$ cat config.mk
export PLATFORM = sky130hd
export DESIGN_NAME = car_slot_writer
export DESIGN_NICKNAME = d
export VERILOG_FILES = /design/src/rtl/car_slot_writer_pkg.sv /design/src/rtl/car_slot_writer_frame_tick_gen.sv /design/src/rtl/car_slot_writer.sv
export SDC_FILE = /design/constraint.sdc
export NUM_CORES = 1
export LEC_CHECK = 0
export ABC_AREA = 1
export BUFFER_PORTS_ARGS = -buffer_cell sky130_fd_sc_hd__buf_2
export CORE_MARGIN = 5
export CORE_UTILIZATION = 47
export CTS_CLUSTER_DIAMETER = 100
export DETAILED_ROUTE_END_ITERATION = 6
export GPL_ROUTABILITY_DRIVEN = 1
export HOLD_SLACK_MARGIN = 0.1
export PLACE_DENSITY = 0.78
export SLEW_MARGIN = 40
export SYNTH_ARGS = -nofsm -noshare
export SYNTH_HDL_FRONTEND = slang
export SYNTH_HIERARCHICAL = 1
export SYNTH_SLANG_ARGS = --single-unit
$ cat constraint.sdc
create_clock -name clk -period 7.1 [get_ports clk]
set_input_delay 2.13 -clock clk [delete_from_list [all_inputs] [get_ports clk]]
set_output_delay 2.13 -clock clk [all_outputs]
set_load 0.01 [all_outputs]
$ cat src/rtl/car_slot_writer_pkg.sv
// Shared types and slot address constants for the car sprite slot writer.
// Optional build macro: CAR_WRAP_EN (positions wrap instead of clamping).
package car_pkg;

    localparam int SLOT_AW = 14;

    localparam logic       RAM_SEL    = 1'b0;
    localparam logic       REG_SEL    = 1'b1;
    localparam logic [1:0] REG_BYPASS = 2'b00;
    localparam logic [1:0] REG_X0     = 2'b01;
    localparam logic [1:0] REG_Y0     = 2'b10;

    typedef enum logic [2:0] {
        IDLE,
        WR_BYP,
        WR_X,
        WR_Y,
        LOAD
    } state_t;

    function automatic logic [SLOT_AW-1:0] reg_addr(input logic [1:0] sel);
        return {REG_SEL, {(SLOT_AW-3){1'b0}}, sel};
    endfunction

endpackage

$ cat src/rtl/car_slot_writer_frame_tick_gen.sv
// Registered start-of-vertical-blanking pulse: high for one cycle after the
// frame counter is seen at column 0 of row V_MAX.
module frame_tick_gen #(
    parameter int V_MAX = 480
)(
    input  logic        i_clk,
    input  logic        i_reset,
    input  logic [10:0] i_x,
    input  logic [10:0] i_y,
    output logic        o_tick
);

    logic r_tick;

    always_ff @(posedge i_clk) begin
        if (i_reset) begin
            r_tick <= 1'b0;
        end else begin
            r_tick <= (i_x == 11'd0) && (i_y == 11'(V_MAX));
        end
    end

    assign o_tick = r_tick;

endmodule

$ cat src/rtl/car_slot_writer.sv
// Slot-bus initiator for the car sprite core: uploads a 32x32 bitmap from a
// pixel stream and rewrites bypass/x0/y0 once per frame. Build macro CAR_WRAP_EN.
module car_slot_writer
    import car_pkg::*;
#(
    parameter int CD         = 12,
    parameter int ADDR_WIDTH = 10,
    parameter int H_MAX      = 640,
    parameter int V_MAX      = 480,
    parameter int SPRITE_W   = 32,
    parameter int SPRITE_H   = 32
)(
    input  logic               clk,
    input  logic               reset,
    input  logic [10:0]        x,
    input  logic [10:0]        y,
    input  logic               load_start,
    input  logic               pix_valid,
    input  logic [CD-1:0]      pix_data,
    output logic               pix_ready,
    input  logic               move_en,
    input  logic [3:0]         dx,
    input  logic [3:0]         dy,
    input  logic               hide,
    output logic               busy,
    output logic               cs,
    output logic               write,
    output logic [SLOT_AW-1:0] addr,
    output logic [31:0]        wr_data,
    output logic [10:0]        x0_cur,
    output logic [10:0]        y0_cur
);

    localparam int                     PAD_W    = SLOT_AW - 1 - ADDR_WIDTH;
    localparam logic [ADDR_WIDTH-1:0]  LAST_PIX = ADDR_WIDTH'(SPRITE_W * SPRITE_H - 1);
    localparam logic signed [11:0]     X_LIM    = 12'(H_MAX - SPRITE_W);
    localparam logic signed [11:0]     Y_LIM    = 12'(V_MAX - SPRITE_H);

    state_t                r_state;
    logic                  r_pend_tick;
    logic                  r_pend_load;
    logic [ADDR_WIDTH-1:0] r_cnt;
    logic [10:0]           r_x0;
    logic [10:0]           r_y0;
    logic                  r_cs;
    logic                  r_write;
    logic [SLOT_AW-1:0]    r_addr;
    logic [31:0]           r_wdata;

    logic                  w_tick;
    logic [10:0]           w_x_next;
    logic [10:0]           w_y_next;

    // Origin plus signed step, evaluated 12 bits wide so underflow is visible.
    function automatic logic [10:0] step_pos(input logic [10:0]        cur,
                                             input logic [3:0]         step,
                                             input logic signed [11:0] lim);
        logic signed [11:0] sum;
        logic [10:0]        res;
        sum = $signed({1'b0, cur}) + $signed({{8{step[3]}}, step});
`ifdef CAR_WRAP_EN
        if (sum > lim)
            res = '0;
        else if (sum < 0)
            res = lim[10:0];
        else
            res = sum[10:0];
`else
        if (sum > lim)
            res = lim[10:0];
        else if (sum < 0)
            res = '0;
        else
            res = sum[10:0];
`endif
        return res;
    endfunction

    frame_tick_gen #(
        .V_MAX (V_MAX)
    ) u_tick (
        .i_clk   (clk),
        .i_reset (reset),
        .i_x     (x),
        .i_y     (y),
        .o_tick  (w_tick)
    );

    assign w_x_next = step_pos(r_x0, dx, X_LIM);
    assign w_y_next = step_pos(r_y0, dy, Y_LIM);

    always_ff @(posedge clk) begin
        if (reset) begin
            r_state     <= IDLE;
            r_pend_tick <= 1'b0;
            r_pend_load <= 1'b0;
            r_cnt       <= '0;
            r_x0        <= '0;
            r_y0        <= '0;
            r_cs        <= 1'b0;
            r_write     <= 1'b0;
            r_addr      <= '0;
            r_wdata     <= '0;
        end else begin
            r_cs    <= 1'b0;
            r_write <= 1'b0;

            // Requests that cannot be served now are remembered for the next IDLE.
            if (r_state != IDLE && w_tick)
                r_pend_tick <= 1'b1;
            if ((r_state == WR_BYP || r_state == WR_X || r_state == WR_Y) && load_start)
                r_pend_load <= 1'b1;

            case (r_state)
                IDLE: begin
                    if (w_tick || r_pend_tick) begin
                        r_state     <= WR_BYP;
                        r_pend_tick <= 1'b0;
                        if (load_start)
                            r_pend_load <= 1'b1;
                        if (move_en) begin
                            r_x0 <= w_x_next;
                            r_y0 <= w_y_next;
                        end
                        r_cs    <= 1'b1;
                        r_write <= 1'b1;
                        r_addr  <= reg_addr(REG_BYPASS);
                        r_wdata <= {31'b0, hide};
                    end else if (load_start || r_pend_load) begin
                        r_state     <= LOAD;
                        r_pend_load <= 1'b0;
                        r_cnt       <= '0;
                    end
                end
                WR_BYP: begin
                    r_state <= WR_X;
                    r_cs    <= 1'b1;
                    r_write <= 1'b1;
                    r_addr  <= reg_addr(REG_X0);
                    r_wdata <= {21'b0, r_x0};
                end
                WR_X: begin
                    r_state <= WR_Y;
                    r_cs    <= 1'b1;
                    r_write <= 1'b1;
                    r_addr  <= reg_addr(REG_Y0);
                    r_wdata <= {21'b0, r_y0};
                end
                WR_Y: begin
                    r_state <= IDLE;
                end
                LOAD: begin
                    if (pix_valid) begin
                        r_cs    <= 1'b1;
                        r_write <= 1'b1;
                        r_addr  <= {RAM_SEL, {PAD_W{1'b0}}, r_cnt};
                        r_wdata <= {{(32-CD){1'b0}}, pix_data};
                        r_cnt   <= r_cnt + 1'b1;
                        if (r_cnt == LAST_PIX)
                            r_state <= IDLE;
                    end
                end
                default: begin
                    r_state <= IDLE;
                end
            endcase
        end
    end

    assign pix_ready = (r_state == LOAD);
    assign busy      = (r_state != IDLE);
    assign cs        = r_cs;
    assign write     = r_write;
    assign addr      = r_addr;
    assign wr_data   = r_wdata;
    assign x0_cur    = r_x0;
    assign y0_cur    = r_y0;

endmodule
Word level (Yosys, flattened, before mapping). Cells that the tools add are included.

Bits in latches: 0. Register bits: 85. RAM bits: 0. Output and inout port bits: 72. Memory bits (read-only): 0. Memories kept: 0.

Magnitude comparators: 4. Add/sub/neg operators: 3. Shifts and indexed selects: 0. Reduce and logical (&&, ||, !) cells: 17. Multipliers: 0. Multiplexer cells: 30. Equality and inequality tests: 12. Bitwise gates (word level): 0. Div/mod/pow operators: 0.

Operators by type and width (number): case mux 32 bit (4 select lines) (1); two-way mux 32 bit (2); case mux 14 bit (4 select lines) (1); two-way mux 11 bit (4); two-way mux 10 bit (3); two-way mux 14 bit (2); adder 12 x 4 -> 12 bit (2); less-than comparator 12 x 1 -> 1 bit (second input constant) (2); case mux 10 bit (2 select lines) (1); greater-than comparator 12 x 10 -> 1 bit (second input constant) (1); greater-than comparator 12 x 11 -> 1 bit (second input constant) (1); two-way mux 3 bit (4); case mux 3 bit (4 select lines) (1); equality test 11 x 9 -> 1 bit (second input constant) (1); logical NOT 11 bit (1); adder 10 x 1 -> 10 bit (second input constant) (1); equality test 10 bit (second input constant) (1); two-way mux 1 bit (10); AND reduction 3 bit (3); != test 2 bit (second input constant) (4); equality test 3 x 2 -> 1 bit (second input constant) (2); logical OR 1 bit (4); AND reduction 4 bit (1); nonzero test 4 bit (1); 10 further kinds (12).

Depth between registers and ports, before layout.
Word-level depth: 8. Gate-level depth with buffers: 16.

Cells and area by module. The synthesis kept the hierarchy.

Modules (own cells, without submodules): car_slot_writer (times used 1, sequential area each 1221.2 um^2, cells an instance 638, area each 4083.9 um^2); frame_tick_gen (times used 1, sequential area each 20.0 um^2, cells an instance 25, area each 117.6 um^2).

Worst setup path before layout. Ideal clock, no wire load.

Kind: input to register. From: input port dx[0]. To: register r_x0[5] (netlist: x0_cur[5]). Required time: 6968 ps. Setup slack: 3265 ps. Library setup time: 132 ps. Arrival: 3703 ps. Path buffers: 0. Stages on the path: 13. Cell sequence: ha_1 > inv_1 > fa_1 > inv_1 > or2_2 > nor2_1 > nand3_1 > nand3_1 > nand3_1 > nand2_2 > nand3_1 > nand2_1 > a21oi_1.

Cells in the longest elaborated chain, start to end: 4. Elaborated cells between the ends (all ways): 5.

Ends and longest elaborated chain: start, declared (RTL line car_slot_writer.sv:22) `input logic [3:0] dx,`; adder 12 x 4 -> 12 bit (*) (RTL line car_slot_writer.sv:60) `sum = $signed({1'b0, cur}) + $signed({{8{step[3]}}, step});`; less-than comparator 12 x 1 -> 1 bit (RTL line car_slot_writer.sv:71) `else if (sum < 0)`; two-way mux 11 bit (RTL line car_slot_writer.sv:71); two-way mux 11 bit (*) (RTL line car_slot_writer.sv:69) `if (sum > lim)`; end signal, assigned (RTL line car_slot_writer.sv:122) `r_x0 <= w_x_next;`; end, declared (RTL line car_slot_writer.sv:43) `logic [10:0] r_x0;`.

Every way passes the cells marked *; elsewhere a longest branch is shown, timed or not. A chain may end at the register's enable or synchronous reset.

Worst setup path in the final report.
From: input port dy[0]. To: register r_y0[0] (netlist: y0_cur[0]).

Cells in the longest elaborated chain, start to end: 4. Elaborated cells between the ends (all ways): 5.

Ends and longest elaborated chain: start, declared (RTL line car_slot_writer.sv:23) `input logic [3:0] dy,`; adder 12 x 4 -> 12 bit (*) (RTL line car_slot_writer.sv:60); less-than comparator 12 x 1 -> 1 bit (RTL line car_slot_writer.sv:71); two-way mux 11 bit (RTL line car_slot_writer.sv:71); two-way mux 11 bit (*) (RTL line car_slot_writer.sv:69); end signal, assigned (RTL line car_slot_writer.sv:123) `r_y0 <= w_y_next;`; end, declared (RTL line car_slot_writer.sv:44) `logic [10:0] r_y0;`.

Marks and branches as above.

==> impl_results.md <==
* Run status: finished, final reports clean
* Max H-tree Level at 3
* Critical Path AT at 3.96 ns
* Critical path peak fanout at 6
* Max Fclk at 0.266 GHz
* DIE WIDTH at 105 um
* IO Pins at 120
* Global-route usage over all layers at 0.197
* Core area at 8720 um^2
* Area of the die at 10,900 um^2
* RSZ-0062 raised after global routing: no
* Row cnt at 34
* Global route hottest layer: met2
* Pre-antenna DRT Iters at 5
* Die Y at 105 um
* Tot Pwr at 821 uW
* Startpoint types: input pin
* Initial antenna violation count at 0
* Post-cts resize count at 0
* Gr ovfl total at 0
* Count of final hold-check violations at 0
* Tcrit/Tclk final at 0.529
* Top FF cell, synth: dfxtp_1
* Worst r2r path cells at 10
* Global-route wire length before repair at 18,500 um
* Clock root buffer: clkbuf_8
* Worst-Skew Late Latency at 0.35 ns
* Longest Clk Path Bufs at 2
* Post-Syn Area per Cell at 6.34 um^2
* Starting DRT DRC Count at 218
* Worst-margin pin slew at 0.617 ns
* Total wire length at 11,000 um
* Hold_buf cts at 0
* EDFF count, synth at 0
* Yosys reg bits at 62
* TritonCTS buffer count at 9
* Postcts setup bufs at 0
* Setup TNS at 0 ns
* Max Cap Viol at 0
* CTS sink cnt at 62
* Clock slew at reported path FFs at 0.08 ns
* Async SR Flop Fraction at 0
* NumNets Final at 827
* Slew headroom at 0.588
* Final Non-Filler Cells at 867
* DR DRC count at 0
* # placed instances at 851
* Vias at 4,440
* Starting density of the core at 0.482
* Share of post-route cells with drive strength above 1 at 0.181
* Final Max Tran Viols at 0
* Vias per cell at 5.12
* CP Class: in2reg
* DRT antenna net count at 0
* Worst IR drop on VDD at 0.0000808 V
* CTS tree: yes
* M1 GR Usage at 0.259
* PwrDens at 168 nW/um^2
* Gpl congestion at 0.892
* Sequential-to-total area share from yosys stat at 0.295
* Final worst path period need at 3.75 ns
* Hold path cells at 2
* I/O Buffers at 96
* HP Class: reg2reg
* Area delta synth->final at 16.7%
* Synth cell types at 38
* Synthesized cell area at 4200 um^2
* Leakage at 2.51 nW
* Met3 Usage GRT at 0.0339
* CP Data Required Time at 7.30 ns
* Final setup viols at 0
* Fin area at 4900 um^2
* Dpl hpwl at 8730 um
* Worst Skew at 0.0102 ns
* Vias in the first global route at 4,182
* Synthesis warning total at 6
* Post-Synthesis Cells at 663
* Met2 Use GR at 0.322
* Routed WL per cell at 12.7 um
* Kind of end point of the critical path: register
* Largest net degree at the start of global routing at 48
* ANT cells at 0
* Post-DP Area at 4670 um^2
## cell type report
type	instances	area (um^2)
Clock inverter	6	93.8
Clock buffer	10	138
Fill cell	872	3820
Inverter	88	332
Tap cell	108	135
Sequential cell	62	1240
Timing Repair Buffer	97	490
Multi-Input combinational cell	496	2470
## cell usage after synthesis (2+ instances only)
master,number,area [um^2]
nand4_1,17,106
o21ai_0,13,65.1
nor2_1,50,188
xor2_1,3,26.3
buf_4,24,180
nand2_2,5,31.3
nand3_1,58,290
or2_2,2,12.5
a21oi_1,61,305
o21bai_1,3,22.5
dfxtp_1,62,1240
nor3_1,4,20.0
inv_2,7,26.3
xnor2_1,3,26.3
inv_1,80,300
a211oi_1,2,15.0
buf_2,4,20.0
nand2_1,205,769
ha_1,23,288
clkbuf_1,10,37.5
nand3b_1,3,22.5
a31oi_1,3,18.8
o21ai_1,2,10.0
nor2_2,4,25.0
fa_1,2,40.0
## metrics by stage
stage           util  hold WS (ns)  setup WS (ns)
2_1_floorplan      -         0.441           3.26
3_3_place_gp   0.535         0.447           3.06
3_5_place_dp   0.535         0.452           3.00
4_1_cts        0.562         0.464           3.36
5_1_grt        0.562         0.476           3.16
6_report       0.562         0.460           3.35
## sequential cells by signal, indices dropped and copies added, names as in the netlist
name,flops
y0_cur,11
r_pend_load,1
wr_data,12
r_cnt,10
addr,11
write,1
r_state,3
u_tick/o_tick,1
x0_cur,11
r_pend_tick,1
## final timing paths
kind,slack [ns],from,to
hold / removal,0.46,addr[3]$_SDFFE_PP0P_,addr[3]$_SDFFE_PP0P_
setup / recovery,3.35,dy[0],y0_cur[0]$_SDFFE_PP0P_
hold reg to reg,0.46,addr[3]$_SDFFE_PP0P_,addr[3]$_SDFFE_PP0P_
setup reg to reg,4.61,r_state[0]$_SDFFE_PP0P_,wr_data[0]$_SDFFE_PP0P_
## metal layers
| layer | wire, um | vias to the layer above |
|---|---|---|
| met5 | 0 | - |
| li1 | - | 2272 |
| met2 | 5070 | 177 |
| met4 | 212 | 0 |
| met3 | 970 | 19 |
| met1 | 4740 | 1972 |
## power breakdown
| part | total (mW) | internal (mW) | switching, mW | leakage [nW] |
|---|---|---|---|---|
| Sequential | 0.357 | 0.353 | 0.00406 | 0.501 |
| Clock | 0.353 | 0.209 | 0.143 | 0.113 |
| Combinational | 0.111 | 0.0373 | 0.0737 | 1.90 |
| Total | 0.821 | 0.600 | 0.221 | 2.51 |
## cells by family (layout without fill, tap and decap cells)
kind of cell / Yosys count / after routing / share of synthesized area
compound gates: 91 / 91 / 0.119
xor+xnor: 6 / 6 / 0.0125
other cells: 1 / 23 / 0.000893
fa+ha+maj: 25 / 25 / 0.0780
buf+inv: 127 / 201 / 0.136
flops: 62 / 62 / 0.295
simple gates: 351 / 351 / 0.357
## cells in the final DEF (no fill, tap or decap), types with 2 or more instances in the layout
| cell | count |
|---|---|
| xor2_1 | 3 |
| nand3_1 | 58 |
| buf_4 | 2 |
| dfxtp_1 | 62 |
| nand4_1 | 17 |
| o21bai_1 | 3 |
| nand2_2 | 6 |
| nor3_1 | 4 |
| clkinv_4 | 2 |
| o21ai_1 | 2 |
| nand2_1 | 204 |
| inv_1 | 80 |
| bufinv_16 | 2 |
| nor2_1 | 50 |
| fa_1 | 2 |
| conb_1 | 23 |
| nand3b_1 | 3 |
| o21ai_0 | 13 |
| a211oi_1 | 2 |
| clkbuf_8 | 10 |
| a31oi_1 | 3 |
| ha_1 | 23 |
| or2_2 | 2 |
| nor2_2 | 4 |
| xnor2_1 | 3 |
| inv_2 | 7 |
| a21oi_1 | 61 |
| buf_2 | 95 |
## critical path, stage by stage
cell,delay [ns]
buf_2,0.08
ha_1,0.16
inv_1,0.06
fa_1,0.40
inv_1,0.09
nand3_1,0.07
nand2_1,0.12
a21oi_1,0.09
xnor2_1,0.25
nand4_1,0.29
nand3_1,0.15
a21oi_1,0.07
No activity file was read; power rests on OpenSTA's default activity.
